`config.mk`:
```
export PLATFORM = sky130hd
export DESIGN_NAME = uart_tx_arb
export DESIGN_NICKNAME = d
export VERILOG_FILES = /design/src/rtl/uart_arb_pkg.sv /design/src/rtl/rr_pick.sv /design/src/rtl/uart_tx_arb.sv
export SDC_FILE = /design/constraint.sdc
export NUM_CORES = 1
export LEC_CHECK = 0
export CORE_ASPECT_RATIO = 0.7
export CORE_UTILIZATION = 48
export DETAILED_ROUTE_END_ITERATION = 10
export MAX_ROUTING_LAYER = met4
export PLACE_DENSITY = 0.76
export RECOVER_POWER = 50
export SYNTH_ARGS = -nofsm -noshare
export SYNTH_HDL_FRONTEND = slang
export SYNTH_SLANG_ARGS = --single-unit
```
`constraint.sdc`:
```
create_clock -name clk -period 2.2 [get_ports clk]
set_input_delay 0.33 -clock clk [delete_from_list [all_inputs] [get_ports clk]]
set_output_delay 0.33 -clock clk [all_outputs]
set_load 0.02 [all_outputs]
```
`src/rtl/uart_arb_pkg.sv`:
```
// Shared types and helpers for the uart transmitter arbiter: FSM state encoding,
// counter/index width helpers and a reference round-robin pick function.
package uart_arb_pkg;

  typedef enum logic [1:0] {
    IDLE,
    LOAD,
    WAIT_DR,
    SEND
  } arb_state_t;

  localparam int unsigned MAX_REQ = 8;

  function automatic int unsigned cnt_width(input int unsigned max_val);
    return (max_val < 1) ? 1 : $clog2(max_val + 1);
  endfunction

  function automatic int unsigned idx_width(input int unsigned n);
    return (n < 2) ? 1 : $clog2(n);
  endfunction

  // One-hot round-robin pick over the low n bits of req, scanning upward from ptr.
  function automatic logic [MAX_REQ-1:0] rr_next(input logic [2:0] ptr,
                                                 input logic [MAX_REQ-1:0] req,
                                                 input int unsigned n);
    logic [MAX_REQ-1:0] gnt;
    logic [2:0]         idx;
    gnt = '0;
    for (int unsigned k = 0; k < MAX_REQ; k++) begin
      idx = 3'((32'(ptr) + k) % n);
      if (k < n && gnt == '0 && req[idx]) gnt[idx] = 1'b1;
    end
    return gnt;
  endfunction

endpackage

```
`src/rtl/rr_pick.sv`:
```
// Combinational round-robin picker: lowest request at or above ptr, otherwise
// lowest request overall (masked / unmasked two-pass priority encode).
module rr_pick #(
  parameter int unsigned N  = 4,
  parameter int unsigned PW = 2
) (
  input  logic [N-1:0]  req,
  input  logic [PW-1:0] ptr,
  output logic [N-1:0]  gnt
);

  localparam logic [N-1:0] ONE = {{(N-1){1'b0}}, 1'b1};

  logic [N-1:0] mask;
  logic [N-1:0] masked;
  logic [N-1:0] lo_masked;
  logic [N-1:0] lo_any;

  always_comb begin
    mask = '0;
    for (int unsigned i = 0; i < N; i++) begin
      mask[i] = (i >= 32'(ptr));
    end
    masked    = req & mask;
    lo_masked = masked & (~masked + ONE);
    lo_any    = req & (~req + ONE);
    gnt       = (|masked) ? lo_masked : lo_any;
  end

endmodule

```
`src/rtl/uart_tx_arb.sv`:
```
// Round-robin arbiter sharing one uart transmitter between NR_REQ requesters,
// with burst locking, forced rotation after MAX_BURST words and a gap timeout.
module uart_tx_arb
  import uart_arb_pkg::*;
#(
  parameter int unsigned NR_REQ      = 4,
  parameter int unsigned NR_BITS     = 8,
  parameter int unsigned MAX_BURST   = 16,
  parameter int unsigned GAP_TIMEOUT = 64
) (
  input  logic                      clk,
  input  logic                      rst,
  input  logic [NR_REQ*NR_BITS-1:0] req_d,
  input  logic [NR_REQ-1:0]         req_dv,
  input  logic [NR_REQ-1:0]         req_last,
  output logic [NR_REQ-1:0]         req_dr,
  output logic [NR_REQ-1:0]         grant,
  output logic                      busy,
  output logic [NR_BITS-1:0]        uart_tx_d,
  output logic                      uart_tx_dv,
  input  logic                      uart_tx_dr
);

  localparam int unsigned PW = idx_width(NR_REQ);
  localparam int unsigned BW = cnt_width(MAX_BURST);
  localparam int unsigned GW = cnt_width(GAP_TIMEOUT);
  localparam logic [BW-1:0] BURST_MAX = BW'(MAX_BURST);
  localparam logic [GW-1:0] GAP_MAX   = GW'(GAP_TIMEOUT);

  arb_state_t         state, state_nxt;
  logic [NR_REQ-1:0]  grant_nxt;
  logic [PW-1:0]      ptr, ptr_nxt;
  logic [BW-1:0]      burst_cnt, burst_nxt;
  logic [GW-1:0]      gap_cnt, gap_nxt;
  logic               last_q, last_nxt;
  logic [NR_BITS-1:0] d_nxt;
  logic               dv_nxt;

  logic [NR_REQ-1:0]  pick;
  logic [PW-1:0]      gidx;
  logic               xfer;
  logic               last_g;
  logic               release_g;
  logic [NR_BITS-1:0] words [NR_REQ];

  for (genvar i = 0; i < NR_REQ; i++) begin : g_split
    assign words[i] = req_d[i*NR_BITS +: NR_BITS];
  end

  rr_pick #(.N(NR_REQ), .PW(PW)) u_pick (
    .req (req_dv),
    .ptr (ptr),
    .gnt (pick)
  );

  assign req_dr = (state == LOAD) ? grant : '0;
  assign busy   = (state != IDLE);
  assign xfer   = |(req_dv & req_dr);
  assign last_g = |(req_last & grant);

  always_comb begin
    gidx = '0;
    for (int unsigned i = 0; i < NR_REQ; i++) begin
      if (grant[i]) gidx = PW'(i);
    end
  end

  always_comb begin
    state_nxt = state;
    grant_nxt = grant;
    ptr_nxt   = ptr;
    burst_nxt = burst_cnt;
    gap_nxt   = gap_cnt;
    last_nxt  = last_q;
    d_nxt     = uart_tx_d;
    dv_nxt    = uart_tx_dv;
    release_g = 1'b0;
    case (state)
      IDLE: begin
        if (|req_dv) begin
          grant_nxt = pick;
          burst_nxt = '0;
          gap_nxt   = '0;
          state_nxt = LOAD;
        end
      end
      LOAD: begin
        if (xfer) begin
          d_nxt     = words[gidx];
          last_nxt  = last_g;
          burst_nxt = (burst_cnt == BURST_MAX) ? burst_cnt : burst_cnt + BW'(1);
          state_nxt = WAIT_DR;
        end else begin
          gap_nxt = (gap_cnt == GAP_MAX) ? gap_cnt : gap_cnt + GW'(1);
          // burst_cnt==0 means the requester withdrew before its first word
          if (burst_cnt == '0 || gap_nxt == GAP_MAX) release_g = 1'b1;
        end
      end
      WAIT_DR: begin
        if (uart_tx_dr) begin
          dv_nxt    = 1'b1;
          state_nxt = SEND;
        end
      end
      SEND: begin
        if (!uart_tx_dr) begin
          dv_nxt = 1'b0;
          if (last_q || burst_cnt == BURST_MAX) begin
            release_g = 1'b1;
          end else begin
            gap_nxt   = '0;
            state_nxt = LOAD;
          end
        end
      end
      default: state_nxt = IDLE;
    endcase
    // Single release point: last and MAX_BURST together still rotate only once.
    if (release_g) begin
      grant_nxt = '0;
      state_nxt = IDLE;
      ptr_nxt   = (gidx == PW'(NR_REQ - 1)) ? '0 : gidx + PW'(1);
    end
  end

  always_ff @(posedge clk or posedge rst) begin
    if (rst) begin
      state      <= IDLE;
      grant      <= '0;
      ptr        <= '0;
      burst_cnt  <= '0;
      gap_cnt    <= '0;
      last_q     <= 1'b0;
      uart_tx_d  <= '0;
      uart_tx_dv <= 1'b0;
    end else begin
      state      <= state_nxt;
      grant      <= grant_nxt;
      ptr        <= ptr_nxt;
      burst_cnt  <= burst_nxt;
      gap_cnt    <= gap_nxt;
      last_q     <= last_nxt;
      uart_tx_d  <= d_nxt;
      uart_tx_dv <= dv_nxt;
    end
  end

endmodule
```
==> results.yml, run 1 <==
power_and_ir_drop:
  p_total_mw: 3.62
  vdd.ir_drop.worst_mv: 0.661
  p_leak_nw: 1.31
  power_density_nw_per_um2: 1190
setup_path:
  startpoint: "state[1]$_DFFE_PP0P_"
  worstSetupPathType: "reg2out"
  r2r_start: "burst_cnt[0]$_DFFE_PP0P_"
  startpoint_type: "flop"
  ff2ff_path_depth: 8
  crit_arrival_ns: 1.77
  r2r-end: "gap_cnt[3]$_DFFE_PP0P_"
  required_ns: 1.87
  crit_fanout: 8
  end_kind: "output port"
  r2r_slack_ns: 0.12
global_routing:
  grt_usage: 0.274
  grt_pass1_vias: 1960
  grt_overflow_total: 0
  grt_max_degree: 31
  antenna_found_initial: 0
  grt_pass1_wl_mm: 9.56
clock_tree:
  clk_path_buf_depth: 2
  root_buffer: "clkbuf_8"
  cts.sinks: 30
  htree_levels: 2
  clk_latency_ns: 0.29
  clk_pin_slew_ns: 0.07
  tritoncts: "yes"
  cts_buffers: 5
final_layout:
  antennaDiodeCount: 0
  final_cell_mix: "clkdlybuf4s50_1 (46), nand2_1 (33), o21ai_0 (30), dfrtp_1 (30), buf_4 (19)"
  drive_above_1_share: 0.163
  area_growth_pct: 39.5
  fillers: 354
  final_common_cell: "clkdlybuf4s50_1"
  final_util: 0.699
  fin_nets: 377
sta:
  post-route-min-period_ns: 2.10
  finalHoldWorstSlack_ns: 0.471
  hold_viol_final: 0
  rsz0062_at_grt: "no"
  fmax_ghz: 0.475
  clock_skew_ns: 0.00521
  tns_ns: 0
  slew_headroom: 0.487
  worst_pin_slew_ns: 0.769
  period_share: 0.956
  setup_viol: 0
  drv_slew: 0
yosys:
  synth.avg_cell_area_um2: 8.76
  synth_warnings: 0
  synth_area_leaders: "dfrtp_1 (34%), mux2i_1 (8.3%), o21ai_0 (6.9%)"
  netlist_instances: 249
  synth.cell_area_um2: 2180
  syn_nets: 301
  yosysUniqueCellTypes: 51
  synth_top_cell_by_area: "dfrtp_1"
  synth.top_cell.area_share: 0.344
  ys_seq_area_frac: 0.344
  yosys_most_used_dff: "dfrtp_1"
  synth.ff_latch_count: 30
  async_reset_ff_frac: 1.00
  synth_edf_count: 0
route:
  ant_nets: 0
  drc: 0
  wire_per_inst_um: 15.9
  wl_mm: 6.05
  viasPerCell: 5.62
  num_vias: 2143
  drt_pass1_iterations: 6
  drt-initial-drc-count: 131
outcome:
  outcome: "finished clean"
floorplan:
  design.core.area_um2: 4350
  die_h_um: 58.4
  ios: 61
  num_rows: 20
  start_util: 0.501
  die_w_um: 82.6
  die_area_um2: 4820
hold_path:
  holdPathStages: 2
  hold_path_end: "uart_tx_d[7]$_DFFE_PP0P_"
  hold_path.class: "reg2reg"
  hp-start: "uart_tx_d[7]$_DFFE_PP0P_"
placed_design:
  dp_hpwl_mm: 4.70
  io_buffer_count: 60
  gp_congestion: 0.978
flow_run:
  cap_violations: 0
==> per-layer routing <==
metal | GRT usage | routed length, µm
met2 | 0.380 | 2660
met3 | 0.0558 | 354
met1 | 0.409 | 3010
met5 | - | 0
met4 | 0.0591 | 33
==> report_power, final <==
group	leakage (nW)	internal, mW	total, mW	switching, mW
logic	0.878	0.994	2.19	1.20
registers	0.384	0.749	0.952	0.203
clock network	0.0472	0.251	0.477	0.226
==> cell families after synthesis <==
group	Yosys count	synth area share
AND/OR/NAND/NOR	94	0.227
AO/OA/AOI/OAI	70	0.232
flip-flops	30	0.344
buffers and inverters	26	0.0539
multiplexers	18	0.0826
adder cells (fa/ha/maj)	9	0.0516
XOR/XNOR	2	0.00803
==> synth_stat cells (2+ instances only) <==
master,instances
nand2_1,33
nand3_1,14
inv_1,15
buf_6,2
a32oi_1,2
a21o_1,2
nor2b_1,2
mux2i_1,18
o31ai_1,2
a22oi_2,2
and2_1,4
buf_2,4
xnor2_1,2
a21oi_1,6
o21ai_0,30
or2_4,2
o21ai_2,2
a22o_1,4
ha_1,9
nor3_2,2
nand4_1,4
o21bai_1,3
o211ai_1,3
nand2b_1,3
nor2_1,16
clkbuf_1,4
or4_1,2
a211oi_2,3
dfrtp_1,30
a31o_2,3
==> worst max-delay path, stage by stage (launching register included) <==
cell	delay [ns]
dfrtp_1	0.42
inv_1	0.13
ha_2	0.25
inv_1	0.18
nor2_1	0.15
dlygate4sd2_1	0.36
==> registers in the layout (all words and copies together), names as in the netlist <==
signal	cells
gap_cnt	7
grant	4
uart_tx_d	8
burst_cnt	5
last_q	1
uart_tx_dv	1
ptr	2
state	2
==> worst max path at each step <==
stage	end	slack, ns	depth (start not counted)
4_1_cts	busy	0.02	4
2_1_floorplan	state[0]$_DFFE_PP0P_	0.29	8
6_report	req_dr[2]	0.1	5
3_3_place_gp	state[0]$_DFFE_PP0P_	0.12	6
5_1_grt	state[0]$_DFFE_PP0P_	0.02	8
3_5_place_dp	gap_cnt[3]$_DFFE_PP0P_	-0.007	6
==> stage by stage <==
step | setup WS (ns) | cell area, µm² | cells
final | 0.0969 | 3040 | 381
after global routing | 0.0198 | 3040 | 381
after CTS | 0.0192 | 3020 | 380
after detailed placement | -0.00690 | 2930 | 372
after global placement | 0.124 | 2930 | 372
after floorplan | 0.291 | 2180 | 249
==> what timing repair did <==
item,4_1_cts,5_1_grt
buffers inserted,0,1
setup endpoints to repair,4,5
hold buffers,0,0
resized for setup,5,3
pin swaps,0,2
==> final cells by class <==
type | instances | area [µm²] | share of cell area
Multi-Input combinational cell | 193 | 1330 | 0.436
Sequential cell | 30 | 751 | 0.247
Timing Repair Buffer | 80 | 746 | 0.245
Clock buffer | 6 | 82.6 | 0.0271
Tap cell | 55 | 68.8 | 0.0226
Inverter | 15 | 56.3 | 0.0185
Clock inverter | 2 | 12.5 | 0.00411
Note: power is estimated with default switching activity, not from simulation.
==> run 2, diff against run 1 <==
--- a/config.mk
+++ b/config.mk
@@ -8,6 +8,7 @@
 export CORE_ASPECT_RATIO = 0.7
 export CORE_UTILIZATION = 48
 export DETAILED_ROUTE_END_ITERATION = 10
+export GPL_TIMING_DRIVEN = 0
 export MAX_ROUTING_LAYER = met4
 export PLACE_DENSITY = 0.76
 export RECOVER_POWER = 50
==> results.yml, run 2 (synthesis gave the netlist of run 1 again) <==
setup_path:
  worstSetupPathType: "reg2reg"
  end_kind: "flop"
  crit_arrival_ns: 2.30
  r2r-end: "gap_cnt[2]$_DFFE_PP0P_"
  required_ns: 2.38
  crit_fanout: 10
  startpoint_type: "flop"
  ff2ff_path_depth: 8
  r2r_slack_ns: 0.08
  r2r_start: "burst_cnt[0]$_DFFE_PP0P_"
sta:
  worst_pin_slew_ns: 0.826
  post-route-min-period_ns: 2.12
  drv_slew: 0
  setup_viol: 0
  tns_ns: 0
  hold_viol_final: 0
  clock_skew_ns: 0.00641
  finalHoldWorstSlack_ns: 0.469
  slew_headroom: 0.449
  period_share: 0.966
  fmax_ghz: 0.471
floorplan:
  design.core.area_um2: 4350
  die_area_um2: 4820
  num_rows: 20
  die_h_um: 58.4
  die_w_um: 82.6
  start_util: 0.501
  ios: 61
route:
  met3_length_um: 334
  num_vias: 2133
  drc: 0
  wl_mm: 6.02
  route.met2.wl_mm: 2.56
  drt-initial-drc-count: 124
  wire_per_inst_um: 16.0
  drt_pass1_iterations: 4
  top_layer_used: "met4"
  ant_nets: 0
  wl_met1_mm: 3.09
  viasPerCell: 5.67
global_routing:
  antenna_found_initial: 0
  grt_pass1_vias: 1899
  grt_overflow_total: 0
  grt_max_degree: 31
  grt_pass1_wl_mm: 9.50
  grt_usage: 0.277
clock_tree:
  clk_pin_slew_ns: 0.07
  root_buffer: "clkbuf_8"
  tritoncts: "yes"
  cts_buffers: 5
  clk_path_buf_depth: 2
  htree_levels: 2
  cts.sinks: 30
  postCtsHoldBufs: 0
  clk_latency_ns: 0.29
power_and_ir_drop:
  p_total_mw: 3.57
  p_leak_nw: 1.28
  comb_power_share: 0.600
  p_sw_frac: 0.457
  power_density_nw_per_um2: 1190
  internal_power_mw: 1.94
  clock_power_share: 0.132
  vdd.ir_drop.worst_mv: 0.716
  p_sw_mw: 1.63
  p_seq_frac: 0.268
placed_design:
  dp_hpwl_mm: 4.60
  io_buffer_count: 60
  gp_congestion: 0.947
final_layout:
  top_register: "uart_tx_d"
  fin_nets: 372
  antennaDiodeCount: 0
  fillers: 362
  final_cell_mix: "clkdlybuf4s50_1 (46), nand2_1 (33), o21ai_0 (29), dfrtp_1 (29), mux2i_1 (18)"
  final_common_cell: "clkdlybuf4s50_1"
  area_growth_pct: 37.6
  largest_registers: "uart_tx_d x8, gap_cnt x7, burst_cnt x5"
  drive_above_1_share: 0.140
  largest_reg_flops: 8
hold_path:
  hold_path.class: "reg2reg"
  hp-start: "uart_tx_d[7]$_DFFE_PP0P_"
  holdPathStages: 2
  hold_path_end: "uart_tx_d[7]$_DFFE_PP0P_"
outcome:
  outcome: "finished clean"
flow_run:
  cap_violations: 0
-- run 2: cell types whose count changed in the layout (fill, tap and decap cells not counted), sizes merged --
cell,previous run,this run
clkbuf,7,14
dlymetal6s2s,1,2
clkinvlp,1,0
dlygate4sd3,9,8
buf,19,8
-- run 2: worst max-delay path by stage --
stage	from	cells after the start	end	slack, ns
2_1_floorplan	gap_cnt[0]$_DFFE_PP0P_	8	state[0]$_DFFE_PP0P_	0.29
5_1_grt	burst_cnt[0]$_DFFE_PP0P_	8	gap_cnt[2]$_DFFE_PP0P_	-0.06
6_report	burst_cnt[0]$_DFFE_PP0P_	8	gap_cnt[2]$_DFFE_PP0P_	0.08
4_1_cts	state[0]$_DFFE_PP0P_	4	busy	0.006
3_5_place_dp	req_dv[0]	8	gap_cnt[2]$_DFFE_PP0P_	-0.27
3_3_place_gp	req_dv[0]	8	gap_cnt[2]$_DFFE_PP0P_	-0.25
-- run 2: worst max-delay path, stage by stage, from the launching register on --
cell	delay, ns
dfrtp_1	0.39
inv_1	0.08
ha_1	0.21
and4bb_1	0.28
o31ai_2	0.27
nand4_1	0.17
clkbuf_4	0.22
o21bai_1	0.16
a22o_1	0.23
-- run 2: timing repair --
action	4_1_cts	5_1_grt
resized for setup	9	10
pin swaps	0	4
setup endpoints to repair	7	9
setup buffers	0	3
-- run 2: power by group through the flow --
stage	Clock (mW)	Sequential, mW	Combinational (mW)
after floorplan	0	1.04	1.28
after global placement	0	0.956	2.03
after detailed placement	0	0.961	2.07
after CTS	0.474	0.956	2.08
after global routing	0.505	0.991	2.36
final	0.472	0.959	2.14
-- run 2: layer usage --
layer | up-vias | track usage
li1 | 1044 | -
met5 | - | -
met3 | 6 | 0.0527
met2 | 58 | 0.388
met1 | 1025 | 0.417
met4 | 0 | 0.0443
-- run 2: cell type report --
cell class                      count  area [µm²]  area share
Buffer                             11        71.3      0.0238
Clock buffer                        7        86.3      0.0288
Clock inverter                      1        5.00     0.00167
Inverter                           15        58.8      0.0196
Multi-Input combinational cell    193        1330       0.444
Sequential cell                    30         752       0.251
Tap cell                           55        68.8      0.0229
Timing Repair Buffer               64         627       0.209
-- run 2: stage by stage --
stage | utilization | std cells | area [µm²] | worst slack (ns)
floorplan | - | 249 | 2180 | 0.291
global placement | 0.655 | 364 | 2850 | -0.249
detailed placement | 0.655 | 364 | 2850 | -0.269
CTS | 0.676 | 372 | 2940 | 0.00583
global route | 0.689 | 376 | 3000 | -0.0589
finish | 0.689 | 376 | 3000 | 0.0759
